$ cat src/rtl/arp_pkg.sv
// Shared types for the ARP request scheduler: entry layout and FSM encoding.
package arp_pkg;

  localparam int ARP_NETPORT_W = 24;
  localparam int ARP_IP_W      = 32;
  localparam int ARP_ENTRY_W   = ARP_NETPORT_W + ARP_IP_W;

  typedef struct packed {
    logic [ARP_NETPORT_W-1:0] netport;
    logic [ARP_IP_W-1:0]      ip;
  } arp_entry_t;

  typedef enum logic [1:0] {
    IDLE  = 2'd0,
    ISSUE = 2'd1,
    GAP   = 2'd2
  } arp_state_t;

endpackage

$ cat src/rtl/arp_req_fifo.sv
// Small synchronous FIFO with full/empty flags; head entry is visible combinationally.
module arp_req_fifo #(
  parameter int AW = 2,
  parameter int W  = 56
) (
  input  logic         clk,
  input  logic         rst,
  input  logic         push,
  input  logic [W-1:0] wr_data,
  input  logic         pop,
  output logic [W-1:0] rd_data,
  output logic         full,
  output logic         empty
);

  localparam int DEPTH = 1 << AW;

  logic [W-1:0] mem_q [DEPTH];
  logic [W-1:0] mem_d [DEPTH];
  logic [AW:0]  wr_ptr_q, wr_ptr_d;
  logic [AW:0]  rd_ptr_q, rd_ptr_d;
  logic         push_ok, pop_ok;

  // Pointers carry one extra wrap bit so full and empty are distinguishable.
  assign empty   = (wr_ptr_q == rd_ptr_q);
  assign full    = (wr_ptr_q[AW] != rd_ptr_q[AW]) && (wr_ptr_q[AW-1:0] == rd_ptr_q[AW-1:0]);
  assign push_ok = push && !full;
  assign pop_ok  = pop && !empty;
  assign rd_data = mem_q[rd_ptr_q[AW-1:0]];

  always_comb begin
    mem_d    = mem_q;
    wr_ptr_d = wr_ptr_q;
    rd_ptr_d = rd_ptr_q;
    if (push_ok) begin
      mem_d[wr_ptr_q[AW-1:0]] = wr_data;
      wr_ptr_d                = wr_ptr_q + {{AW{1'b0}}, 1'b1};
    end
    if (pop_ok) begin
      rd_ptr_d = rd_ptr_q + {{AW{1'b0}}, 1'b1};
    end
  end

  always_ff @(posedge clk) begin
    mem_q <= mem_d;
  end

  always_ff @(posedge clk) begin
    if (rst) begin
      wr_ptr_q <= '0;
      rd_ptr_q <= '0;
    end else begin
      wr_ptr_q <= wr_ptr_d;
      rd_ptr_q <= rd_ptr_d;
    end
  end

endmodule

$ cat src/rtl/arp_req_sched.sv
// Merges forwarding-path misses and aging re-queries into one paced ARP request stream.
// Optional repeated-miss suppression is enabled by defining ARP_REQ_DEDUP_EN.
module arp_req_sched
  import arp_pkg::*;
#(
  parameter int          MISS_AW    = 2,
  parameter logic [15:0] GAP_CYCLES = 16'd1250,
  parameter logic [2:0]  STARVE_MAX = 3'd4,
  parameter logic [23:0] DEDUP_HOLD = 24'd125000
) (
  input  logic                     clk,
  input  logic                     rst,
  input  logic                     miss_valid,
  output logic                     miss_ready,
  input  logic [ARP_NETPORT_W-1:0] miss_netport,
  input  logic [ARP_IP_W-1:0]      miss_ip,
  input  logic                     age_req_en,
  input  logic [ARP_NETPORT_W-1:0] age_netport,
  input  logic [ARP_IP_W-1:0]      age_ip,
  output logic                     arp_tx_valid,
  input  logic                     arp_tx_ready,
  output logic [ARP_NETPORT_W-1:0] arp_tx_netport,
  output logic [ARP_IP_W-1:0]      arp_tx_ip,
  output logic                     arp_tx_src,
  output logic [15:0]              age_drop_cnt
);

  arp_state_t  state_q, state_d;
  logic [15:0] gap_cnt_q, gap_cnt_d;
  logic [2:0]  starve_q, starve_d;
  logic        age_vld_q, age_vld_d;
  arp_entry_t  age_ent_q, age_ent_d;
  logic [15:0] drop_q, drop_d;
  logic        tx_valid_q, tx_valid_d;
  arp_entry_t  tx_ent_q, tx_ent_d;
  logic        tx_src_q, tx_src_d;

  arp_entry_t  miss_entry, miss_head;
  logic        fifo_full, fifo_empty, fifo_pop;
  logic        pick_age, take_age, take_miss, suppress, emit_miss;

  assign miss_entry = '{netport: miss_netport, ip: miss_ip};

  arp_req_fifo #(
    .AW (MISS_AW),
    .W  (ARP_ENTRY_W)
  ) u_miss_fifo (
    .clk     (clk),
    .rst     (rst),
    .push    (miss_valid),
    .wr_data (miss_entry),
    .pop     (fifo_pop),
    .rd_data (miss_head),
    .full    (fifo_full),
    .empty   (fifo_empty)
  );

  // Miss wins unless the age entry has waited through STARVE_MAX miss grants.
  assign pick_age  = age_vld_q && (fifo_empty || starve_q == STARVE_MAX);
  assign take_age  = (state_q == IDLE) && pick_age;
  assign take_miss = (state_q == IDLE) && !pick_age && !fifo_empty;
  assign emit_miss = take_miss && !suppress;
  assign fifo_pop  = take_miss;

`ifdef ARP_REQ_DEDUP_EN
  logic [ARP_IP_W-1:0] last_ip_q, last_ip_d;
  logic [23:0]         hold_q, hold_d;

  // A suppressed miss is popped but never reloads the hold window.
  assign suppress = take_miss && (miss_head.ip == last_ip_q) && (hold_q != 24'd0);

  always_comb begin
    last_ip_d = last_ip_q;
    hold_d    = (hold_q != 24'd0) ? hold_q - 24'd1 : 24'd0;
    if (emit_miss) begin
      last_ip_d = miss_head.ip;
      hold_d    = DEDUP_HOLD;
    end
  end

  always_ff @(posedge clk) begin
    if (rst) begin
      last_ip_q <= '0;
      hold_q    <= '0;
    end else begin
      last_ip_q <= last_ip_d;
      hold_q    <= hold_d;
    end
  end
`else
  assign suppress = 1'b0;
`endif

  always_ff @(posedge clk) begin
    if (rst) begin
      state_q    <= IDLE;
      gap_cnt_q  <= '0;
      starve_q   <= '0;
      age_vld_q  <= 1'b0;
      age_ent_q  <= '0;
      drop_q     <= '0;
      tx_valid_q <= 1'b0;
      tx_ent_q   <= '0;
      tx_src_q   <= 1'b0;
    end else begin
      state_q    <= state_d;
      gap_cnt_q  <= gap_cnt_d;
      starve_q   <= starve_d;
      age_vld_q  <= age_vld_d;
      age_ent_q  <= age_ent_d;
      drop_q     <= drop_d;
      tx_valid_q <= tx_valid_d;
      tx_ent_q   <= tx_ent_d;
      tx_src_q   <= tx_src_d;
    end
  end

  always_comb begin
    state_d = state_q;
    case (state_q)
      IDLE:    if (take_age || emit_miss) state_d = ISSUE;
      ISSUE:   if (arp_tx_ready) state_d = (GAP_CYCLES == 16'd0) ? IDLE : GAP;
      GAP:     if (gap_cnt_q == GAP_CYCLES - 16'd1) state_d = IDLE;
      default: state_d = IDLE;
    endcase
  end

  always_comb begin
    tx_valid_d = tx_valid_q;
    tx_ent_d   = tx_ent_q;
    tx_src_d   = tx_src_q;
    starve_d   = starve_q;
    gap_cnt_d  = (state_q == GAP) ? gap_cnt_q + 16'd1 : 16'd0;
    if (take_age) begin
      tx_valid_d = 1'b1;
      tx_ent_d   = age_ent_q;
      tx_src_d   = 1'b1;
      starve_d   = 3'd0;
    end else if (emit_miss) begin
      tx_valid_d = 1'b1;
      tx_ent_d   = miss_head;
      tx_src_d   = 1'b0;
      if (age_vld_q) starve_d = starve_q + 3'd1;
    end
    if (state_q == ISSUE && arp_tx_ready) tx_valid_d = 1'b0;

    // A pulse arriving as the held entry is granted refills the slot instead of dropping.
    age_vld_d = age_vld_q && !take_age;
    age_ent_d = age_ent_q;
    drop_d    = drop_q;
    if (age_req_en) begin
      if (!age_vld_d) begin
        age_vld_d = 1'b1;
        age_ent_d = '{netport: age_netport, ip: age_ip};
      end else if (drop_q != 16'hFFFF) begin
        drop_d = drop_q + 16'd1;
      end
    end
  end

  assign miss_ready     = !fifo_full;
  assign arp_tx_valid   = tx_valid_q;
  assign arp_tx_netport = tx_ent_q.netport;
  assign arp_tx_ip      = tx_ent_q.ip;
  assign arp_tx_src     = tx_src_q;
  assign age_drop_cnt   = drop_q;

endmodule

$ cat config.mk
export PLATFORM = sky130hd
export DESIGN_NAME = arp_req_sched
export DESIGN_NICKNAME = d
export VERILOG_FILES = /design/src/rtl/arp_pkg.sv /design/src/rtl/arp_req_fifo.sv /design/src/rtl/arp_req_sched.sv
export SDC_FILE = /design/constraint.sdc
export NUM_CORES = 1
export LEC_CHECK = 0
export ABC_AREA = 1
export CAP_MARGIN = 20
export CORE_ASPECT_RATIO = 1.75
export CORE_MARGIN = 3
export CORE_UTILIZATION = 50
export DETAILED_ROUTE_END_ITERATION = 16
export PLACE_DENSITY_LB_ADDON = 0.05
export SLEW_MARGIN = 5
export SYNTH_ARGS = -nofsm -noshare
export SYNTH_HDL_FRONTEND = slang
export SYNTH_HIERARCHICAL = 1
export SYNTH_SLANG_ARGS = --single-unit
$ cat constraint.sdc
create_clock -name clk -period 3.46 [get_ports clk]
set_input_delay 0.346 -clock clk [delete_from_list [all_inputs] [get_ports clk]]
set_output_delay 0.346 -clock clk [all_outputs]
set_load 0.1 [all_outputs]
* After elaboration in Yosys (flattened, before gate mapping)
Index checks and enable logic that the tools add are counted.
** Operators by class
- Eq/ne operators :: 11
- Add/subtract/negate cells :: 5
- Bitwise gates (word level) :: 4
- Reduce and logical (&&, ||, !) cells :: 25
- Order comparisons :: 3
- Multiplexer cells :: 17
** Operators by type and width (count)
- 2-to-1 mux 56 bit :: 5
- bitwise mux 224 bit :: 1
- binary-select mux 56 bit (select 2 bit) :: 1
- demux 56 bit (select 2 bit) :: 1
- adder 16 x 1 -> 16 bit (second input constant) :: 2
- equality test 16 x 11 -> 1 bit (second input constant) :: 1
- != test 16 bit (second input constant) :: 1
- logical AND 1 bit :: 10
- adder 3 x 1 -> 3 bit (second input constant) :: 3
- >= comparator 3 bit (second input constant) :: 2
- 2-to-1 mux 2 bit :: 3
- inverter 2 -> 3 bit :: 2
- case mux 2 bit (3 select lines) :: 1
- AND reduction 3 bit :: 2
- OR reduction 2 bit :: 3
- 2-to-1 mux 1 bit :: 5
- zero test 1 bit :: 4
- != test 2 bit (second input constant) :: 2
- AND reduction 2 bit :: 2
- equality test 3 bit :: 1
- equality test 3 bit (second input constant) :: 1
- less-than comparator 3 x 1 -> 1 bit (second input constant) :: 1
- equality test 2 x 1 -> 1 bit (second input constant) :: 1
- equality test 2 bit :: 1
- 7 further kinds :: 9
** Word-level totals
- Input bits :: 117
- Register bits after elaboration :: 382

* Depth between registers and ports, before layout
- Word-level depth :: 9
- Gate-level depth with buffers :: 17
- Mapped depth without buffers :: 15

* By module
The synthesis kept the hierarchy.
** By module, submodules not included
- arp_req_fifo :: sequential area each 6846.6 um^2, area each 8742.1 um^2, instances 1, cells an instance 612
- arp_req_sched :: sequential area each 3042.9 um^2, area each 6745.2 um^2, instances 1, cells an instance 974

* Worst setup path before layout
No wires, ideal clock.
- Path kind :: register to register
- From :: reg u_miss_fifo.wr_ptr_q[1]
- To :: reg u_miss_fifo/mem_q[100] in the netlist's numbering, enable pin
- Clock period less this slack :: 3.636 ns
- Slack :: -0.176 ns
- Arrival :: 3.166 ns
- Stages on the path, launching flop included :: 7
- Setup time :: 0.470 ns
- Path through :: dfxtp_1 > inv_1 > nand2_1 > nand2_1 > nand3_4 > nand2_1 > nor2_1
** On the way
- Cells in the longest elaborated chain, start to end :: 4
** Ends and longest elaborated chain
- start: declaration :: RTL line arp_req_fifo.sv:20 : logic [AW:0] wr_ptr_q, wr_ptr_d;
- start signal: assignment :: RTL line arp_req_fifo.sv:53 : wr_ptr_q <= wr_ptr_d;
- equality test 2 bit :: RTL line arp_req_fifo.sv:26 : assign full = (wr_ptr_q[AW] != rd_ptr_q[AW]) && (wr_ptr_q[AW-1:0] == rd_ptr_q[AW-1:0]);
- logical AND 1 bit :: RTL line arp_req_fifo.sv:26
- zero test 1 bit :: RTL line arp_req_fifo.sv:27 : assign push_ok = push && !full;
- logical AND 1 bit :: RTL line arp_req_fifo.sv:27
- end signal: assignment :: RTL line arp_req_fifo.sv:45 : mem_q <= mem_d;
- end: declaration :: RTL line arp_req_fifo.sv:18 : logic [W-1:0] mem_q [DEPTH];
No other way between the ends.
A chain may end at the register's enable or synchronous reset.

* Worst setup path in the final report
- From :: reg u_miss_fifo.wr_ptr_q[0]
- To :: reg age_ent_q[29] in the netlist's numbering
** On the way
- Cells in the longest elaborated chain, start to end :: 8
** Ends and longest elaborated chain
- equality test 3 bit :: RTL line arp_req_fifo.sv:25 : assign empty = (wr_ptr_q == rd_ptr_q);
- named net fifo_empty :: RTL line arp_req_sched.sv:39 : logic fifo_full, fifo_empty, fifo_pop;
- logical OR 1 bit :: RTL line arp_req_sched.sv:59 : assign pick_age = age_vld_q && (fifo_empty || starve_q == STARVE_MAX);
- logical AND 1 bit :: RTL line arp_req_sched.sv:59
- logical AND 1 bit :: RTL line arp_req_sched.sv:60 : assign take_age = (state_q == IDLE) && pick_age;
- zero test 1 bit :: RTL line arp_req_sched.sv:148 : age_vld_d = age_vld_q && !take_age;
- logical AND 1 bit :: RTL line arp_req_sched.sv:148
- inverter 1 bit (no line)
- AND reduction 2 bit (no line)
- end signal: assignment :: RTL line arp_req_sched.sv:110 : age_ent_q <= age_ent_d;
- end: declaration :: RTL line arp_req_sched.sv:32 : arp_entry_t age_ent_q, age_ent_d;
The timed path passes the listed nets, and every way through them passes these cells.

==> summary.txt <==
Die
  – Die Wd: 139 um
  – Die height: about 240 um
  – Rows: 84
  – Die area: about 0.033 mm2
  – IO Count: ~190
  – Starting Density: 0.512
  – CORE AREA: slightly above 0.03 mm2

Power
  – Max rail drop VDD: around 0.00072 V
  – Sw Ratio: 0.424
  – Seq pwr share: 0.349
  – Logic pwr share: 0.407
  – PD cells: approximately 870 mW/mm2
  – Internal power: approximately 0.0094 W
  – Net Sw Power: 0.00694 W
  – Clock Power Share: 0.245
  – Lkg Pwr: 6.69 nW

Logic synthesis
  – Mean Syn Cell Area: about 10 um2
  – Cell taking the most area after synthesis: edfxtp_1
  – Synth top cells by count: 283 x nand2_1, 237 x o21ai_0, 234 x nor2_1
  – Number of synthesized register bits: ~380
  – Xor and xnor area share after synthesis: 0.00460
  – Adder-Cell Fraction of Synth Area: 0.00808
  – Share of flip-flops with an asynchronous set or reset: 0
  – Post-synth cell types: 35
  – EDFF count, synth: between 200 and 250
  – Compound-Gate Fraction of Synth Area: 0.145
  – Synth Flop Type: edfxtp_1
  – Simple-gate share of the synthesized area: 0.151
  – Post-synth top area share: 0.434
  – Multiplexer share of the synthesized area: 0
  – Yosys warns: 6
  – Most frequent cell after synthesis: nand2_1
  – Main combinational cell family by area after synthesis: simple AND/OR/NAND/NOR gates
  – Synth Instances: approximately 1600
  – Most area-consuming cells after synthesis: edfxtp_1 43%, dfxtp_1 20%, o21ai_0 7.7%, nand2_1 6.9%, nor2_1 5.7%
  – Syn Std Cell Area: about 0.015 mm2
  – Register area share after synthesis: 0.639
  – Syn Nets: between 1500 and 2000

Clock network
  – CTS Buffer Depth: 3
  – H-tree Lvls: 2
  – CTS Buf Count: 36
  – Hold buffers post-CTS: 0
  – Clock Sinks: around 380
  – Clock transition at path regs: 0.07 ns
  – Clk_lat worst skew: 0.54 ns
  – Post-CTS sizing: 0
  – TritonCTS clock tree: built
  – Clock root buffer: clkbuf_16
  – Postcts setup bufs: 0

Setup path
  – Depth of the most critical reg-to-reg path: 12
  – Crit-path max cell delay: around 0.62 ns
  – Worst Path Buf+Inv: 4
  – R2r setup slk: 0.70 ns
  – CP Max Fanout: 38
  – Critical path class: reg2reg
  – Crit-path leading delay family: buffers and inverters
  – CP Capture Type: register
  – Crit-path cells: xnor2_4 -> nand3_2 -> inv_1 -> inv_1 -> nand2_2 -> nand3_4 -> nand2_1 -> nand2_2 -> buf_4 -> inv_2 -> nor2_1 -> nor2_1
  – Levels on crit path: 12
  – Required time of the critical path: just under 4 ns
  – Startpoint types: register
  – WP data arrival: between 3 and 4 ns
  – Crit path max-delay cell type: inv_2
  – Worst r2r src: u_miss_fifo/wr_ptr_q[0]
  – Reg2reg end: age_ent_q[29]

Final layout
  – Fill count: ~2500
  – Area Overhead vs Synth: 21.8%
  – Finished Core Util: 0.623
  – Layout cells sized above 1: 0.0588
  – Final Non-Filler Cells: 2159
  – Final net count: between 1500 and 2000

Drt
  – Final ANT Viol Nets: 0
  – DRC viols: 0
  – Final WL: roughly 38000 um
  – Drt pass-1 iters: 5
  – Via/cell ratio: 5.39
  – Initial DRC count: about 570
  – DR WL/cell: approximately 18 um
  – Vias: between 10000 and 15000

STA
  – Min cycle time layout: between 2 and 3 ns
  – Worst Max-Slew Pin Slew: about 1.0 ns
  – Tcrit/Tclk final: 0.797
  – Final setup fails: 0
  – Fin Hold WS: between 0.2 and 0.3 ns
  – Setup_tns: 0 ns
  – Hold Violations, Final: 0
  – Peak Freq: around 360 MHz
  – RSZ-0062 raised after global routing: no
  – Final Max Slew Viols: 0
  – Slew HR: 0.303
  – Skew final: between 0.02 and 0.025 ns

Global route
  – Initial antenna violation count: 4
  – First-pass GRT wire length: about 59000 um
  – Largest net degree at the start of global routing: about 120
  – Gr usage total: 0.225
  – Gr ovfl total: 0
  – Vias in the first global route: between 10000 and 15000

Run
  – Max cap viols: 0

Place
  – Port Buffer Count: about 190
  – HPWL after DPL: ~23000 um
  – RePlAce Congestion: around 0.91
  – Inst Count DP: approximately 2100

Min path
  – Hold_sp: rst
  – HP Class: in2reg
  – Hold depth: 2
  – WHS Endpoint: arp_tx_netport[18]

Status
  – Outcome: complete, no violations
layer usage:
layer	vias to the layer above	share of wire	wire, um	global-route usage
li1	5754	-	-	-
met3	72	0.050	1900	0.0394
met5	-	0.00083	32	0
met1	5536	0.40	15200	0.259
met4	4	0.030	1140	0.0804
met2	279	0.52	20100	0.420
cells by family after synthesis:
group | after synthesis
simple gates | 579
buf+inv | 176
fa+ha+maj | 10
compound gates | 433
flops | 382
xor+xnor | 6
state kept, by name, summed over array words and instances, names as in the netlist:
signal,cells
age_drop_cnt,16
age_ent_q,56
age_vld_q,1
arp_tx_ip,32
arp_tx_netport,24
arp_tx_src,1
arp_tx_valid,1
gap_cnt_q,16
starve_q,3
state_q,2
u_miss_fifo/mem_q,224
u_miss_fifo/rd_ptr_q,3
u_miss_fifo/wr_ptr_q,3
power groups by stage:
stage | registers [W] | logic, W | clock network, W
global route | 0.00575 | 0.00713 | 0.00425
floorplan | 0.00826 | 0.00256 | 0
finish | 0.00570 | 0.00665 | 0.00400
CTS | 0.00570 | 0.00667 | 0.00408
global placement | 0.00578 | 0.00660 | 0
detailed placement | 0.00579 | 0.00665 | 0
worst max-delay path by stage:
| stage | to | slack, ns | startpoint |
|---|---|---|---|
| finish | age_ent_q[29] | 0.70 | u_miss_fifo/wr_ptr_q[0] |
| global route | age_ent_q[54] | 0.43 | u_miss_fifo/wr_ptr_q[0] |
| CTS | age_ent_q[29] | 0.66 | u_miss_fifo/wr_ptr_q[0] |
| detailed placement | age_ent_q[26] | 0.73 | u_miss_fifo/wr_ptr_q[0] |
| global placement | age_ent_q[20] | 0.84 | u_miss_fifo/wr_ptr_q[0] |
| floorplan | u_miss_fifo/mem_q[100] | -0.18 | u_miss_fifo/wr_ptr_q[1] |
placed cells by master (no fill, tap or decap), types with 6 or more instances in the layout:
cell	Yosys	layout
nand2_1	283	282
o21ai_0	237	237
nor2_1	234	231
edfxtp_1	224	224
clkdlybuf4s50_1	0	189
dfxtp_1	158	156
a21oi_1	114	114
inv_1	74	72
o22ai_1	56	56
clkbuf_16	0	39
nand3_1	29	29
o21ai_1	25	25
buf_4	15	19
nand4_1	14	14
ha_1	10	10
clkbuf_1	40	8
clkinv_2	0	7
nor3_1	7	7
buf_12	0	6
through the flow:
stage,setup slack [ns],power (W),area (um2)
after floorplan,-0.176,0.0108,15500
after global placement,0.836,0.0124,17600
after detailed placement,0.734,0.0124,17600
after CTS,0.657,0.0164,18800
after global routing,0.427,0.0171,18900
final,0.703,0.0163,18900
area by class of cell:
cell class | instances | area, um2 | share of cell area
Inverter | 78 | 297 | 0.0157
Clock inverter | 18 | 178 | 0.00942
Multi-Input combinational cell | 1028 | 4800 | 0.254
Timing Repair Buffer | 215 | 2180 | 0.116
Sequential cell | 382 | 9890 | 0.525
Clock buffer | 48 | 1020 | 0.0541
Tap cell | 387 | 484 | 0.0257
Antenna cell | 3 | 7.51 | 0.000398
Power figures use the tool's default switching activity.
